File: config.mk
export PLATFORM = sky130hd
export DESIGN_NAME = gba_vram_drawer_server
export DESIGN_NICKNAME = d
export VERILOG_FILES = /design/src/rtl/gba_vram_drawer_server.sv
export SDC_FILE = /design/constraint.sdc
export NUM_CORES = 1
export LEC_CHECK = 0
export ABC_AREA = 1
export BUFFER_PORTS_ARGS = -buffer_cell sky130_fd_sc_hd__buf_2
export CORE_ASPECT_RATIO = 1.2
export CORE_UTILIZATION = 50
export DETAILED_ROUTE_END_ITERATION = 10
export PLACE_DENSITY_LB_ADDON = 0.05
export SLEW_MARGIN = 10
export SYNTH_ARGS = -nofsm -noshare
export SYNTH_HDL_FRONTEND = slang
export SYNTH_SLANG_ARGS = --single-unit
export TNS_END_PERCENT = 10
File: constraint.sdc
create_clock -name fclk -period 7.9 [get_ports fclk]
set_input_delay 0.395 -clock fclk [delete_from_list [all_inputs] [get_ports fclk]]
set_output_delay 0.395 -clock fclk [all_outputs]
set_load 0.02 [all_outputs]
File: src/rtl/gba_vram_drawer_server.sv
// Round-robin VRAM read server for CLIENTS drawer ports; miss latency 3 cycles, one read issued per cycle.
// No backpressure: clients poll client_valid. Define VRAM_SNOOP_EN to invalidate held words on snooped writes.
module gba_vram_drawer_server #(
  parameter int CLIENTS  = 4,
  parameter int ADDRBITS = 14
) (
  input  logic                        fclk,
  input  logic                        reset,
  input  logic [CLIENTS*ADDRBITS-1:0] client_addr,
  output logic [CLIENTS*32-1:0]       client_data,
  output logic [CLIENTS-1:0]          client_valid,
  output logic [ADDRBITS-1:0]         vram_addr,
  output logic                        vram_rden,
  input  logic [31:0]                 vram_q,
  input  logic                        wr_en,
  input  logic [ADDRBITS-1:0]         wr_addr
);

  localparam int CW = (CLIENTS > 1) ? $clog2(CLIENTS) : 1;
  typedef logic [CW-1:0]       cidx_t;
  typedef logic [ADDRBITS-1:0] addr_t;

  addr_t              held_addr_q [CLIENTS];
  addr_t              held_addr_d [CLIENTS];
  logic [31:0]        held_data_q [CLIENTS];
  logic [31:0]        held_data_d [CLIENTS];
  logic [CLIENTS-1:0] held_ok_q, held_ok_d;
  logic [CLIENTS-1:0] pending_q, pending_d;

  // Issue stage (aligned with vram_rden) and return stage (aligned with vram_q)
  logic  if_vld_q, if_vld_d;
  cidx_t if_client_q, if_client_d;
  addr_t if_addr_q, if_addr_d;
  logic  if_stale_q, if_stale_d;
  logic  rd_vld_q, rd_vld_d;
  cidx_t rd_client_q, rd_client_d;
  addr_t rd_addr_q, rd_addr_d;
  logic  rd_stale_q, rd_stale_d;

  cidx_t rr_ptr_q, rr_ptr_d;
  addr_t vram_addr_q, vram_addr_d;
  logic  vram_rden_q, vram_rden_d;

  addr_t              caddr [CLIENTS];
  logic [CLIENTS-1:0] need;
  logic               gnt_vld;
  cidx_t              gnt_idx;
  logic [CLIENTS-1:0] wr_hit_held;
  logic               wr_hit_if;
  logic               wr_hit_rd;

  for (genvar i = 0; i < CLIENTS; i++) begin : g_client
    assign caddr[i]                = client_addr[i*ADDRBITS +: ADDRBITS];
    assign client_data[i*32 +: 32] = held_data_q[i];
    assign client_valid[i]         = held_ok_q[i] & (held_addr_q[i] == caddr[i]);
  end

  assign need      = ~client_valid & ~pending_q;
  assign vram_addr = vram_addr_q;
  assign vram_rden = vram_rden_q;

`ifdef VRAM_SNOOP_EN
  for (genvar i = 0; i < CLIENTS; i++) begin : g_snoop
    assign wr_hit_held[i] = wr_en & (wr_addr == held_addr_q[i]);
  end
  // A write racing the BRAM read makes the returned word untrustworthy
  assign wr_hit_if = wr_en & if_vld_q & (wr_addr == if_addr_q);
  assign wr_hit_rd = wr_en & rd_vld_q & (wr_addr == rd_addr_q);
`else
  logic unused_snoop;
  assign unused_snoop = wr_en ^ (^wr_addr);
  assign wr_hit_held  = '0;
  assign wr_hit_if    = 1'b0;
  assign wr_hit_rd    = 1'b0;
`endif

  always_comb begin
    int idx;
    gnt_vld = 1'b0;
    gnt_idx = '0;
    idx     = 0;
    for (int k = 1; k <= CLIENTS; k++) begin
      idx = int'(rr_ptr_q) + k;
      if (idx >= CLIENTS) idx = idx - CLIENTS;
      if (!gnt_vld && need[idx]) begin
        gnt_vld = 1'b1;
        gnt_idx = cidx_t'(idx);
      end
    end
  end

  always_comb begin
    held_addr_d = held_addr_q;
    held_data_d = held_data_q;
    held_ok_d   = held_ok_q & ~wr_hit_held;
    pending_d   = pending_q;
    rr_ptr_d    = rr_ptr_q;
    vram_addr_d = vram_addr_q;
    vram_rden_d = gnt_vld;

    if_vld_d    = gnt_vld;
    if_client_d = gnt_idx;
    if_addr_d   = caddr[gnt_idx];
    if_stale_d  = 1'b0;

    rd_vld_d    = if_vld_q;
    rd_client_d = if_client_q;
    rd_addr_d   = if_addr_q;
    rd_stale_d  = if_stale_q | wr_hit_if;

    if (gnt_vld) begin
      vram_addr_d        = caddr[gnt_idx];
      pending_d[gnt_idx] = 1'b1;
      rr_ptr_d           = gnt_idx;
    end

    // Held address is the one actually read, so a client that moved on misses and reissues
    if (rd_vld_q) begin
      held_data_d[rd_client_q] = vram_q;
      held_addr_d[rd_client_q] = rd_addr_q;
      held_ok_d[rd_client_q]   = ~rd_stale_q & ~wr_hit_rd;
      pending_d[rd_client_q]   = 1'b0;
    end
  end

  always_ff @(posedge fclk or posedge reset) begin
    if (reset) begin
      for (int i = 0; i < CLIENTS; i++) begin
        held_addr_q[i] <= '0;
        held_data_q[i] <= '0;
      end
      held_ok_q   <= '0;
      pending_q   <= '0;
      rr_ptr_q    <= cidx_t'(CLIENTS - 1);
      vram_addr_q <= '0;
      vram_rden_q <= 1'b0;
      if_vld_q    <= 1'b0;
      if_client_q <= '0;
      if_addr_q   <= '0;
      if_stale_q  <= 1'b0;
      rd_vld_q    <= 1'b0;
      rd_client_q <= '0;
      rd_addr_q   <= '0;
      rd_stale_q  <= 1'b0;
    end else begin
      held_addr_q <= held_addr_d;
      held_data_q <= held_data_d;
      held_ok_q   <= held_ok_d;
      pending_q   <= pending_d;
      rr_ptr_q    <= rr_ptr_d;
      vram_addr_q <= vram_addr_d;
      vram_rden_q <= vram_rden_d;
      if_vld_q    <= if_vld_d;
      if_client_q <= if_client_d;
      if_addr_q   <= if_addr_d;
      if_stale_q  <= if_stale_d;
      rd_vld_q    <= rd_vld_d;
      rd_client_q <= rd_client_d;
      rd_addr_q   <= rd_addr_d;
      rd_stale_q  <= rd_stale_d;
    end
  end

endmodule

---- Yosys cells after proc, flatten, opt, wreduce, memory -nomap -nowiden ----
Index checks and enable logic that the tools add are counted.
storage, ports and cells
  latch bits .............................. 0
  logic and storage cells ................. 106
  bits of input ports ..................... 105
  bits in registers ....................... 242
  memories ................................ 0
  output and inout bits ................... 147
  ROM bits ................................ 0
  bits in writable memories ............... 0
operators by class
  multiplexer cells ....................... 39
  add/sub/neg operators ................... 8
  order comparisons ....................... 15
  multiply operators ...................... 0
  reductions and logical operators ........ 9
  equality and inequality tests ........... 4
  shift operators ......................... 0
  bitwise operators ....................... 13
  divide/modulo/power cells ............... 0
operator list
  kind                                                      count
  two-way mux 32 bit                                        5
  bitwise mux 128 bit                                       1
  < comparator 32 x 4 -> 1 bit, second input constant       4
  demux 32 bit (select 2 bit)                               1
  bitwise mux 56 bit                                        1
  == test 14 bit                                            4
  two-way mux 14 bit                                        3
  binary-select mux 14 bit (select 2 bit)                   1
  demux 14 bit (select 2 bit)                               1
  greater-or-equal comparator 3 bit, second input constant  5
  two-way mux 1 bit                                         14
  inverter 4 bit                                            3
  subtractor 3 x 3 -> 4 bit, second input constant          3
  AND 4 bit                                                 2
  binary-select mux 1 bit (select 2 bit)                    4
  two-way mux 2 bit                                         4
  two-way mux 4 bit                                         2
  bitwise OR 4 bit                                          2
  adder 2 x 2 -> 3 bit, second input constant               2
  logical AND 1 bit                                         6
  < comparator 2 x 3 -> 1 bit, second input constant        2
  inverter 2 -> 3 bit                                       2
  subtractor 4 x 3 -> 5 bit, second input constant          1
  adder 2 x 3 -> 4 bit, second input constant               1
  7 further kinds                                           14

---- Longest topological paths before layout ----
  word-level depth ........................ 25
  mapped depth ............................ 22

---- Worst setup path before layout ----
Ideal clock, no wire load.
  path type ............................... register -> register
  start ................................... reg rr_ptr_q[0]
  end ..................................... reg vram_addr_q[6] (netlist: vram_addr[6])
  slack ................................... 5.797 ns
  cell stages (with the launch flop) ...... 15
  path buffers ............................ 2
  arrival ................................. 1.987 ns
  library setup time ...................... 0.116 ns
  clock period less this slack ............ 2.103 ns
  path through ............................ dfstp_2 -> buf_2 -> xnor2_1 -> inv_1 -> o21ai_2 -> nand2_2 -> nor2_2 -> nand3_1 -> nand2_4 -> inv_6 -> buf_12 -> nand2_2 -> nand2_2 -> nand2_1 -> nand2_1
between the ends
  cells in the longest elaborated chain, start to end .. 20
  elaborated cells on any way between the ends .. 46
ends and longest elaborated chain
  what                                                                                   RTL line  RTL
  start, declared                                                                        40        cidx_t rr_ptr_q, rr_ptr_d;
  start signal, assigned                                                                 134       rr_ptr_q <= cidx_t'(CLIENTS - 1);
  start signal, assigned                                                                 150       rr_ptr_q <= rr_ptr_d;
  adder 2 x 1 -> 3 bit                                                                   83        idx = int'(rr_ptr_q) + k;
  subtractor 3 x 3 -> 4 bit / greater-or-equal comparator 3 bit (equally long branches)  84        if (idx >= CLIENTS) idx = idx - CLIENTS;
  two-way mux 32 bit                                                                     84
  binary-select mux 1 bit (select 2 bit)                                                 85        if (!gnt_vld && need[idx]) begin
  two-way mux 1 bit (not written as such) (2 in a row)                                   85
  two-way mux 1 bit                                                                      85
  zero test 1 bit                                                                        85
  logical AND 1 bit                                                                      85
  (+4 left out)                                                                          n/a
  zero test 1 bit                                                                        85
  logical AND 1 bit                                                                      85
  two-way mux 2 bit *                                                                    85
  via gnt_idx[1]                                                                         47        cidx_t gnt_idx;
  inverter 2 -> 3 bit *                                                                  n/a
  binary-select mux 14 bit (select 2 bit) *                                              n/a
  two-way mux 14 bit * (2 in a row)                                                      n/a
  via if_addr_d[6]                                                                       33        addr_t if_addr_q, if_addr_d;
  end signal, assigned                                                                   151       vram_addr_q <= vram_addr_d;
  end, declared                                                                          41        addr_t vram_addr_q, vram_addr_d;
The timed path passes the listed nets; every way through them passes the cells marked *. The select of a mux whose other input is x is not followed.
A chain may end at the register's enable or synchronous reset.

---- Worst setup path after layout ----
  start ................................... reg held_addr_q[10] in the netlist's numbering
  end ..................................... reg vram_addr_q[0] (netlist: vram_addr[0])
between the ends
  cells in the longest elaborated chain, start to end .. 21
  elaborated cells on any way between the ends .. 34
ends and longest elaborated chain
  what                                                  RTL line  RTL
  start, declared                                       23        addr_t held_addr_q [CLIENTS];
  start signal, assigned                                146       held_addr_q <= held_addr_d;
  == test 14 bit *                                      55        assign client_valid[i] = held_ok_q[i] & (held_addr_q[i] == caddr[i]);
  AND 1 bit *                                           55
  inverter 4 bit *                                      58        assign need = ~client_valid & ~pending_q;
  AND 4 bit *                                           58
  binary-select mux 1 bit (select 2 bit)                85
  two-way mux 1 bit (not written as such) (2 in a row)  85
  two-way mux 1 bit                                     85
  zero test 1 bit                                       85
  (+4 left out)                                         n/a
  two-way mux 1 bit                                     85
  zero test 1 bit                                       85
  logical AND 1 bit                                     85
  two-way mux 2 bit *                                   85
  inverter 2 -> 3 bit *                                 n/a
  binary-select mux 14 bit (select 2 bit) *             n/a
  two-way mux 14 bit * (2 in a row)                     n/a
  via if_addr_d[0]                                      33
Marks and branches as above.

==> out/results.txt <==
outcome: complete, no violations
gr usage total: 26.8%
Leak: 6.99 nW
CP Class: register to register
PwrDens: 553 nW/um2
vias after detailed routing: 8674
worst-path cell with the longest stage delay: nand3_2
antenna-violating nets left: 0
Std-Cell Rows: 57
CTS max path bufs: 3
synth unique cells: 30
hpwl dp: 19500 um
CP Cell Sequence: nor2_1, nor2_1, nor2_1, nand2_1, nor2_1, nand2_1, nand3_1, nand2_1, nand2_1, nand2_1, nand2_1, nand2_1, nand2_2, nand3_2, nand2_1, nand2_1, nand2_1, nand2_1, nand2_1, nand2_1
fin crit share: 47.6%
share of cells above drive strength 1: 22.0%
max-cap violations: 0
Post-CTS Resized: 0
crit path max fanout: 32
Worst-path clk slew: 0.06 ns
initial antenna violation count: 1
Post-CTS Hold Buffers: 1
Max Slew Vio Count: 0
Wirelength per Cell: 16.2 um
Final Power: 7.00 mW
Hold Path Class: input port to register
Die Y: 160 um
Reg area: 6060 um2
Worst-Margin Slew: 1.11 ns
setup tns final: 0 ns
vias in the first global route: 8228
final setup fails: 0
Clock Sinks: 242
CP Launch Type: register
CTS root buf: clkbuf_16
H-tree levels: 1
Worst Path Arrival: 4.16 ns
Max rail drop VDD: 0.000555 V
vias per cell: 4.97
Worst setup EP type: register
DRT Pass-1 Iters: 5
Inserted Clock Buffers: 25
Syn Inst Count: 1249
Post-Syn Area per Cell: 8.38 um2
first-pass GRT wire length: 44500 um
crit-path leading delay family: simple AND/OR/NAND/NOR gates
clock skew: 0.0109 ns
Clock Latency Late Sink: 0.51 ns
Rel. slew slack: 26.0%
GPL Wtd Cong: 0.880
RSZ-0062 raised after global routing: false
largest net degree at the start of global routing: 95
aggregate global routing overflow: 0
IO Pins: 252
sequential area share after synthesis: 57.9%
final hold violation count: 0
Worst EP required: 8.30 ns
Mapped Area: 10500 um2
fin nets: 1567
register bit count reported by yosys: 242
most frequent CP cell: nand2_1
number of I/O port buffers: 236
fill cell count: 1873
Die W: 134 um
Die ar.: 21500 um2
Post-Route WL: 28200 um
Critical path buffers and inverters: 0
multi-input logic area: 3490 um2
P&R area growth vs syn: 21.0%
CTS tree: built
achievable frequency: 266 MHz
drt drc: 0
Setup Fix Bufs, Post-CTS: 0
slowest stage delay, CP: 0.76 ns
DRT iter0 DRCs: 608
hold slack: 0.184 ns
Core Footprint: 20400 um2
Syn. warnings: 0
syn nets: 1354
post-layout min period: 3.76 ns
initial core utilization: 51.3%
-- cells in the final DEF, fill, tap and decap left out, types with 3 or more instances in the layout --
cell / instances
a21oi_1: 3
buf_2: 236
buf_4: 6
bufinv_16: 6
clkbuf_1: 3
clkbuf_16: 25
clkbuf_8: 5
clkinv_2: 4
dfrtp_1: 240
inv_1: 156
inv_2: 5
nand2_1: 449
nand2_2: 19
nand3_1: 34
nand3_2: 3
nand4_1: 28
nor2_1: 40
nor2_2: 3
o21ai_0: 187
xnor2_1: 8
-- cell type report --
type                    count  area share, %
multi-input cells         787           27.6
diodes                      2         0.0395
well taps                 265           2.62
flip-flops and latches    242           47.8
clock buffers              33           5.57
clock inverters            11           1.65
repair buffers            243           9.76
inverters                 163           4.93
-- path summary, 6_finish.rpt --
| kind | slack [ns] | cells past startpoint | endpoint | startpoint |
|---|---|---|---|---|
| worst max-delay path | 4.14 | 20 | vram_addr[0]$_DFFE_PP0N_ | held_addr_q[10]$_DFFE_PP0P_ |
| worst min-delay path | 0.18 | 3 | client_data[51]$_DFFE_PP0P_ | vram_q[19] |
| worst max register to register | 4.14 | 20 | vram_addr[0]$_DFFE_PP0N_ | held_addr_q[10]$_DFFE_PP0P_ |
| worst min register to register | 0.34 | 0 | rd_client_q[1]$_DFF_PP0_ | if_client_q[1]$_DFF_PP0_ |
| max in group asynchronous | 6.00 | 4 | client_data[3]$_DFFE_PP0P_ | reset |
| min in group asynchronous | 0.48 | 3 | held_addr_q[18]$_DFFE_PP0P_ | reset |
-- state kept, by name, indices dropped and copies added, names as in the netlist --
signal,count
held_addr_q,56
rd_addr_q,14
vram_addr,14
client_data,128
rd_client_q,2
if_addr_q,14
pending_q,4
if_client_q,2
rd_vld_q,1
vram_rden,1
held_ok_q,4
rr_ptr_q,2
-- stage by stage --
step                instance area, um2  std cells  worst slack, ns  utilization, %
floorplan                        10500       1249            0.863               -
global placement                 11700       1699             3.98            57.5
detailed placement               11700       1699             3.95            57.5
CTS                              12700       1744             4.09            62.1
global route                     12700       1744             3.71            62.1
finish                           12700       1746             4.14            62.1
-- worst register-to-register path: stages (launching register included) --
cell and delay (ns):
dfrtp_1 0.39, nor2_1 0.10, nor2_1 0.05, nor2_1 0.20
nand2_1 0.09, nor2_1 0.11, nand2_1 0.16, nand3_1 0.17
nand2_1 0.09, nand2_1 0.08, nand2_1 0.08, nand2_1 0.09
nand2_1 0.07, nand2_2 0.48, nand3_2 0.76, nand2_1 0.24
nand2_1 0.14, nand2_1 0.09, nand2_1 0.12, nand2_1 0.09
nand2_1 0.05
-- cell families after synthesis --
family | after synthesis | synth area share (%)
buf+inv | 220 | 9.04
flops | 242 | 57.9
compound gates | 195 | 9.41
simple gates | 584 | 23.0
xor+xnor | 8 | 0.670
-- where the power goes --
part / total [mW] / leakage, nW / switching, mW / internal [mW]
logic: 3.44 / 3.59 / 2.45 / 0.988
registers: 2.26 / 2.94 / 0.361 / 1.90
clock network: 1.30 / 0.452 / 0.480 / 0.822
total: 7.00 / 6.99 / 3.29 / 3.71
-- routing by layer --
metal  vias up  part of all wire, %  global-route usage (%)
met5         -                    0                       0
met4         0                  3.5                    9.40
met3        42                  7.0                    5.56
met1      4062                   43                    36.4
met2       279                   47                    42.9
li1       4291                    -                       -
-- cell usage after synthesis --
cell type	instances	area [um2]
dfrtp_1	240	6010
nand2_4	1	11.3
o21ai_1	2	10.0
nand2_2	19	119
a21oi_1	3	15.0
clkbuf_1	38	143
nand3_1	36	180
buf_4	1	7.51
buf_6	12	135
o21ai_2	1	8.76
a21boi_1	1	7.51
nor2_1	40	150
a21boi_0	1	7.51
nand3_2	3	30.0
nor2_2	3	18.8
clkinv_1	1	3.75
inv_2	3	11.3
nand4_1	28	175
xnor2_1	8	70.1
nor3_1	2	10.0
nand4_2	1	12.5
or2_2	2	12.5
dfstp_2	2	52.6
inv_6	1	8.76
buf_1	1	3.75
o21ai_0	187	936
buf_12	1	20.0
nand2_1	449	1690
buf_2	4	20.0
inv_1	158	593
No activity file was read; power rests on OpenSTA's default activity.
